<file path="src/rtl/alu_unit_mc.sv">
// ============================================================================
// alu_unit_mc : multi-cycle ALU; single-cycle ops plus radix-2 restoring DIV/MOD.
// Optional macro ALU_FLAGS_EN adds zero_o/carry_o.      Revision: 1.0
// ============================================================================
`timescale 1ns/1ps
`default_nettype none

module alu_unit_mc #(
    parameter int WIDTH = 32
) (
    input  logic             clk_i,
    input  logic             rst_ni,
    input  logic             valid_i,
    output logic             ready_o,
    input  logic [4:0]       oper_i,
    input  logic [WIDTH-1:0] a_data_i,
    input  logic [WIDTH-1:0] b_data_i,
    output logic             valid_o,
    output logic [WIDTH-1:0] data_o,
    output logic             div_zero_o
`ifdef ALU_FLAGS_EN
    ,
    output logic             zero_o,
    output logic             carry_o
`endif
);

    localparam int SHW   = $clog2(WIDTH);
    localparam int CNT_W = SHW + 1;

    localparam logic [4:0] OP_NOP = 5'd0;
    localparam logic [4:0] OP_ADD = 5'd1;
    localparam logic [4:0] OP_SUB = 5'd2;
    localparam logic [4:0] OP_MUL = 5'd3;
    localparam logic [4:0] OP_DIV = 5'd4;
    localparam logic [4:0] OP_MOD = 5'd5;
    localparam logic [4:0] OP_EQL = 5'd6;
    localparam logic [4:0] OP_GT  = 5'd7;
    localparam logic [4:0] OP_LT  = 5'd8;
    localparam logic [4:0] OP_SL  = 5'd9;
    localparam logic [4:0] OP_SR  = 5'd10;
    localparam logic [4:0] OP_SRA = 5'd11;
    localparam logic [4:0] OP_NOT = 5'd12;
    localparam logic [4:0] OP_AND = 5'd13;
    localparam logic [4:0] OP_OR  = 5'd14;
    localparam logic [4:0] OP_XOR = 5'd15;

    typedef enum logic [1:0] {
        S_IDLE = 2'd0,
        S_DIV  = 2'd1,
        S_DONE = 2'd2
    } state_t;

    state_t             r_state;
    logic               r_ready;
    logic               r_valid;
    logic               r_div_zero;
    logic [WIDTH-1:0]   r_data;
    logic [WIDTH-1:0]   r_quo;
    logic [WIDTH-1:0]   r_rem;
    logic [WIDTH-1:0]   r_divisor;
    logic               r_is_mod;
    logic [CNT_W-1:0]   r_count;

    logic               w_accept;
    logic               w_is_div;
    logic               w_b_zero;
    logic [SHW-1:0]     w_shamt;
    logic [WIDTH-1:0]   w_alu;
    logic [WIDTH:0]     w_shift;
    logic [WIDTH:0]     w_diff;
    logic               w_ge;
    logic [WIDTH-1:0]   w_next_rem;
    logic [WIDTH-1:0]   w_next_quo;
    logic               w_load;
    logic               w_load_dz;
    logic [WIDTH-1:0]   w_load_val;

    assign w_accept = valid_i & r_ready;
    assign w_is_div = (oper_i == OP_DIV) || (oper_i == OP_MOD);
    assign w_b_zero = (b_data_i == '0);
    assign w_shamt  = b_data_i[SHW-1:0];

    always_comb begin
        w_alu = '0;
        case (oper_i)
            OP_NOP: w_alu = '0;
            OP_ADD: w_alu = a_data_i + b_data_i;
            OP_SUB: w_alu = a_data_i - b_data_i;
            OP_MUL: w_alu = a_data_i * b_data_i;
            OP_EQL: w_alu = {{(WIDTH-1){1'b0}}, (a_data_i == b_data_i)};
            OP_GT:  w_alu = {{(WIDTH-1){1'b0}}, (a_data_i >  b_data_i)};
            OP_LT:  w_alu = {{(WIDTH-1){1'b0}}, (a_data_i <  b_data_i)};
            OP_SL:  w_alu = a_data_i << w_shamt;
            OP_SR:  w_alu = a_data_i >> w_shamt;
            OP_SRA: w_alu = $unsigned($signed(a_data_i) >>> w_shamt);
            OP_NOT: w_alu = ~a_data_i;
            OP_AND: w_alu = a_data_i & b_data_i;
            OP_OR:  w_alu = a_data_i | b_data_i;
            OP_XOR: w_alu = a_data_i ^ b_data_i;
            default: w_alu = '0;
        endcase
    end

    // Partial remainder never exceeds 2*divisor-1, so the top bit of the
    // (WIDTH+1)-bit difference is a clean borrow flag.
    assign w_shift    = {r_rem, r_quo[WIDTH-1]};
    assign w_diff     = w_shift - {1'b0, r_divisor};
    assign w_ge       = ~w_diff[WIDTH];
    assign w_next_rem = w_ge ? w_diff[WIDTH-1:0] : w_shift[WIDTH-1:0];
    assign w_next_quo = {r_quo[WIDTH-2:0], w_ge};

    always_comb begin
        w_load     = 1'b0;
        w_load_dz  = 1'b0;
        w_load_val = w_alu;
        case (r_state)
            S_IDLE: begin
                if (w_accept) begin
                    if (!w_is_div) begin
                        w_load = 1'b1;
                    end else if (w_b_zero) begin
                        w_load     = 1'b1;
                        w_load_dz  = 1'b1;
                        w_load_val = (oper_i == OP_DIV) ? '1 : a_data_i;
                    end
                end
            end
            // Last iteration publishes its result directly; DONE is the valid cycle.
            S_DIV: begin
                if (r_count == CNT_W'(1)) begin
                    w_load     = 1'b1;
                    w_load_val = r_is_mod ? w_next_rem : w_next_quo;
                end
            end
            default: ;
        endcase
    end

    always_ff @(posedge clk_i) begin
        if (!rst_ni) begin
            r_state    <= S_IDLE;
            r_ready    <= 1'b1;
            r_valid    <= 1'b0;
            r_div_zero <= 1'b0;
            r_data     <= '0;
            r_quo      <= '0;
            r_rem      <= '0;
            r_divisor  <= '0;
            r_is_mod   <= 1'b0;
            r_count    <= '0;
        end else begin
            r_valid    <= w_load;
            r_div_zero <= w_load_dz;
            if (w_load) begin
                r_data <= w_load_val;
            end
            case (r_state)
                S_IDLE: begin
                    if (w_accept && w_is_div && !w_b_zero) begin
                        r_quo     <= a_data_i;
                        r_divisor <= b_data_i;
                        r_rem     <= '0;
                        r_is_mod  <= (oper_i == OP_MOD);
                        r_count   <= CNT_W'(WIDTH);
                        r_ready   <= 1'b0;
                        r_state   <= S_DIV;
                    end
                end
                S_DIV: begin
                    r_rem   <= w_next_rem;
                    r_quo   <= w_next_quo;
                    r_count <= r_count - CNT_W'(1);
                    if (r_count == CNT_W'(1)) begin
                        r_state <= S_DONE;
                    end
                end
                S_DONE: begin
                    r_ready <= 1'b1;
                    r_state <= S_IDLE;
                end
                default: begin
                    r_ready <= 1'b1;
                    r_state <= S_IDLE;
                end
            endcase
        end
    end

    assign ready_o    = r_ready;
    assign valid_o    = r_valid;
    assign data_o     = r_data;
    assign div_zero_o = r_div_zero;

`ifdef ALU_FLAGS_EN
    logic w_carry;
    logic r_zero;
    logic r_carry;

    // ADD carries out exactly when the wrapped sum is smaller than an operand.
    always_comb begin
        w_carry = 1'b0;
        if (r_state == S_IDLE && !w_is_div) begin
            if (oper_i == OP_ADD) begin
                w_carry = (w_alu < a_data_i);
            end else if (oper_i == OP_SUB) begin
                w_carry = (a_data_i < b_data_i);
            end
        end
    end

    always_ff @(posedge clk_i) begin
        if (!rst_ni) begin
            r_zero  <= 1'b0;
            r_carry <= 1'b0;
        end else if (w_load) begin
            r_zero  <= (w_load_val == '0);
            r_carry <= w_carry;
        end
    end

    assign zero_o  = r_zero;
    assign carry_o = r_carry;
`endif

endmodule

`default_nettype wire
</file>
<file path="config.mk">
export PLATFORM = sky130hd
export DESIGN_NAME = alu_unit_mc
export DESIGN_NICKNAME = d
export VERILOG_FILES = /design/src/rtl/alu_unit_mc.sv
export SDC_FILE = /design/constraint.sdc
export NUM_CORES = 2
export LEC_CHECK = 0
export CAP_MARGIN = 5
export CORE_ASPECT_RATIO = 1.2
export CORE_MARGIN = 2
export CORE_UTILIZATION = 40
export DETAILED_ROUTE_END_ITERATION = 8
export GPL_TIMING_DRIVEN = 0
export PLACE_DENSITY = 0.54
export SETUP_SLACK_MARGIN = 0.05
export SYNTH_ARGS = -nofsm -noshare
export SYNTH_HDL_FRONTEND = slang
export SYNTH_SLANG_ARGS = --single-unit
</file>
<file path="constraint.sdc">
create_clock -name clk_i -period 25.6 [get_ports clk_i]
set_input_delay 6.4 -clock clk_i [delete_from_list [all_inputs] [get_ports clk_i]]
set_output_delay 6.4 -clock clk_i [all_outputs]
set_load 0.02 [all_outputs]
</file>
==> reports/summary.log <==
INFO  logic_synthesis synthAdderAreaFrac=0.352
INFO  timing         rsz_0062_raised_after_global_routing=false
INFO  routing        drtIter0Drc=4336
INFO  logic_synthesis syn-cell-area=32400um2
INFO  worst_setup_path worstPathRequired=25910ps
INFO  timing         fmaxAchievable=53.2MHz
INFO  timing         worst_pin_slew=1570ps
INFO  min_path       min-delay-path-class=flip-flop to flip-flop
INFO  clocking       clk_transition_reported_paths=80ps
INFO  die            die_width=264um
INFO  worst_setup_path critical_path_class=input pin to flip-flop
INFO  min_path       hold_critical_path_depth=2
INFO  worst_setup_path setup.worst_path.start=b_data_i[2]
INFO  logic_synthesis synth_top_family_by_area=adder cells
INFO  die            coreArea=80400um2
INFO  logic_synthesis post_synth_inst_count=4163
INFO  logic_synthesis post_synth_xor_area_fraction=0.0308
INFO  global_route   first_global_vias=34.3k
INFO  run_status     violations=DRC, capacitance limit, slew limit
INFO  min_path       timing.hold.worst_endpoint=r_divisor[8]$_SDFFE_PN0P_
INFO  logic_synthesis synthesized_area_fraction_occupied_by_ao_oa_aoi_and_oai_cells=0.189
INFO  global_route   gr-usage-all-layers=0.466
INFO  routing        first_pass_iteration_count_of_the_detailed_router=9
INFO  die            fp-row-count=114
INFO  logic_synthesis synth-seq-cells=140
INFO  logic_synthesis postSynth.asyncResetShare=0
INFO  timing         fin_worst_skew=13.5ps
INFO  worst_setup_path timing.rr.start=r_state[1]$_SDFFE_PN0P_
INFO  cells_and_area drive_gt1_frac=0.0492
INFO  clocking       cts_sinks=140
INFO  timing         max_slew_margin=-0.0492
INFO  die            die_h=316um
INFO  logic_synthesis post_synth_mux_area_share=0.0670
INFO  logic_synthesis syn_nets=4900
INFO  logic_synthesis synth_enable_flop_cells=0
INFO  global_route   gr-total-overflow=0
INFO  worst_setup_path end_kind=flip-flop
INFO  clocking       postCtsSetupBuffers=0
INFO  logic_synthesis yosys.cell_types.count=94
INFO  routing        antenna_nets_post_route=0
INFO  clocking       ctsHtreeMaxLevel=4
INFO  clocking       ctsResizeCount=0
INFO  timing         final-max-slew-violation-count=88
INFO  clocking       cts.hold.buffers_added=0
INFO  timing         count_of_final_setup_violators=0
INFO  logic_synthesis postSynthAreaPerCell=7.79um2
INFO  clocking       clock_buffers_created_by_tritoncts=17
INFO  clocking       tritoncts=built
INFO  worst_setup_path worst_r2r_endpoint=data_o[11]$_SDFFE_PN0P_
INFO  worst_setup_path setup.worst_path.start_class=input pin
INFO  worst_setup_path cp_slowest_cell=buf_1
INFO  routing        vias_per_cell=6.47
INFO  logic_synthesis synth-warning-count=0
INFO  global_route   grt_pass1_wl=269mm
INFO  global_route   number_of_antenna_violations_at_the_first_check_in_global_routing=15
INFO  routing        route.final.wire_length=195mm
INFO  die            boundaryPins=107
INFO  clocking       clk_tree_root_cell=clkbuf_16
INFO  clocking       clk-insertion-delay-late=450ps
INFO  timing         period_needed=18800ps
INFO  worst_setup_path crit_fanout=11
INFO  worst_setup_path rr_worst_depth=10
INFO  timing         timing.setup.tns=0ps
INFO  cells_and_area area_growth=9.86%
INFO  logic_synthesis post_synth_and_or_nand_nor_area_fraction=0.177
INFO  placement      gpl.final_weighted_congestion=1.07
INFO  cells_and_area num-fill-cells=8568
INFO  worst_setup_path most_common_cell_on_crit_path=fa_1
INFO  timing         post-route-period-util=0.734
INFO  placement      hpwl=157mm
INFO  routing        route.detailed.wl_per_inst=36.4um
INFO  worst_setup_path critical-path-max-stage-delay=1020ps
INFO  routing        drt_drc_violations_left=2
INFO  min_path       worstHoldStart=r_divisor[8]$_SDFFE_PN0P_
INFO  logic_synthesis ys.flop_type=dfxtp_1
INFO  global_route   maximum_number_of_pins_on_one_net_before_global_route_repair=17
INFO  logic_synthesis ys_seq_area_frac=0.0865
INFO  die            area_enclosed_by_the_die_boundary=83300um2
INFO  flow_run       cap_viol_max_count=8
INFO  cells_and_area final_net_count=5037
INFO  worst_setup_path cp.arrival=19110ps
INFO  placement      port_buffers=104
INFO  timing         finalHoldViolations=0
INFO  run_status     outcome=complete, but fails checks
INFO  die            initial_core_util=0.403
INFO  routing        dr_total_vias=34.7k
INFO  clocking       cts_max_path_buffers=2
INFO  worst_setup_path r2r_slack=20480ps
-- cells in the final DEF, fill, tap and decap left out, drive strengths merged, types with 12 or more instances in the layout --
cell type      count
o31ai             16
a211oi            41
buf               89
a221oi            17
o21bai            19
nor2             602
fa               411
nand2            461
nor2b             21
nand2b            23
clkbuf           251
o211ai            42
a22oi             35
nor3              58
o221ai            18
and3              17
or3               18
xnor2             81
ha               254
a21o              38
o21ai            199
dfxtp            140
mux2i             55
o2111ai           16
a31oi             55
a21oi            268
nand4             16
a221o             13
nand3             60
inv              514
o21a              24
clkinv            12
xor2              33
o22ai             36
clkdlybuf4s50    104
nor4              24
mux4              67
-- worst max-delay path by stage --
stage	endpoint	slack [ps]	cells past startpoint
finish	data_o[30]$_SDFFE_PN0P_	6800	32
global route	data_o[30]$_SDFFE_PN0P_	6650	32
CTS	data_o[30]$_SDFFE_PN0P_	7310	32
detailed placement	data_o[30]$_SDFFE_PN0P_	6870	32
global placement	data_o[30]$_SDFFE_PN0P_	6760	32
floorplan	data_o[30]$_SDFFE_PN0P_	11210	31
-- final cells by class --
class | count | area, um2 | share of cell area
Buffer | 310 | 1240 | 0.0350
Multi-Input combinational cell | 3200 | 26400 | 0.743
Clock buffer | 17 | 425 | 0.0119
Clock inverter | 15 | 139 | 0.00390
Sequential cell | 140 | 2800 | 0.0787
Tap cell | 1044 | 1310 | 0.0367
Inverter | 513 | 1930 | 0.0541
Timing Repair Buffer | 118 | 1310 | 0.0367
Antenna cell | 3 | 7.51 | 0.000211
-- cells by family after synthesis --
logic type	after synthesis
AND/OR/NAND/NOR	1350
XOR/XNOR	114
adder cells (fa/ha/maj)	665
multiplexers	132
AO/OA/AOI/OAI	939
flip-flops	140
buffers and inverters	823
-- per-stage QoR --
stage	utilization	hold slack, ps	area [um2]	worst slack (ps)	instances
after floorplan	-	436	32400	11210	4163
after global placement	0.432	443	34800	6760	5311
after detailed placement	0.434	447	34900	6870	5319
after CTS	0.441	456	35500	7310	5351
after global routing	0.442	481	35600	6650	5357
final	0.443	457	35600	6800	5360
-- flip-flops by register name (all words and copies together) (netlist names) --
| register | flops |
|---|---|
| r_is_mod | 1 |
| div_zero_o | 1 |
| data_o | 32 |
| r_rem | 32 |
| r_divisor | 32 |
| r_state | 2 |
| r_quo | 32 |
| ready_o | 1 |
| valid_o | 1 |
| r_count | 6 |
-- synth_stat cells, types with 33 or more instances --
master,instances,area (um2)
nor2_1,602,2260
inv_1,495,1860
nand2_1,460,1730
fa_1,411,8230
a21oi_1,267,1340
ha_1,254,3180
clkbuf_1,234,878
o21ai_0,193,966
dfxtp_1,140,2800
xnor2_1,81,709
mux4_2,67,1510
nand3_1,60,300
nor3_1,58,290
mux2i_1,55,551
a31oi_1,54,338
o211ai_1,42,315
buf_1,39,146
a211oi_1,38,285
a21o_1,38,285
o22ai_1,36,225
a22oi_1,35,263
xor2_1,33,289
-- worst max-delay path, delay by kind of cell --
kind	cells	cell delay (ps)
AO/OA/AOI/OAI	6	1860
adder cells (fa/ha/maj)	9	4430
buffers and inverters	12	4620
multiplexers	1	560
AND/OR/NAND/NOR	4	1160
-- per-layer routing --
metal / share of wire / wire length (um) / up-vias / GRT usage
met3: 0.10 / 20500 / 742 / 0.122
met4: 0.11 / 20700 / 12 / 0.384
met5: 0.00043 / 84 / - / 0
met2: 0.42 / 82500 / 2408 / 0.709
li1: - / - / 14244 / -
met1: 0.37 / 71500 / 17290 / 0.555
Power is left out: the tool's default activity adds up to more than one toggle a clock period on the data nets, which glitch-free logic cannot reach.
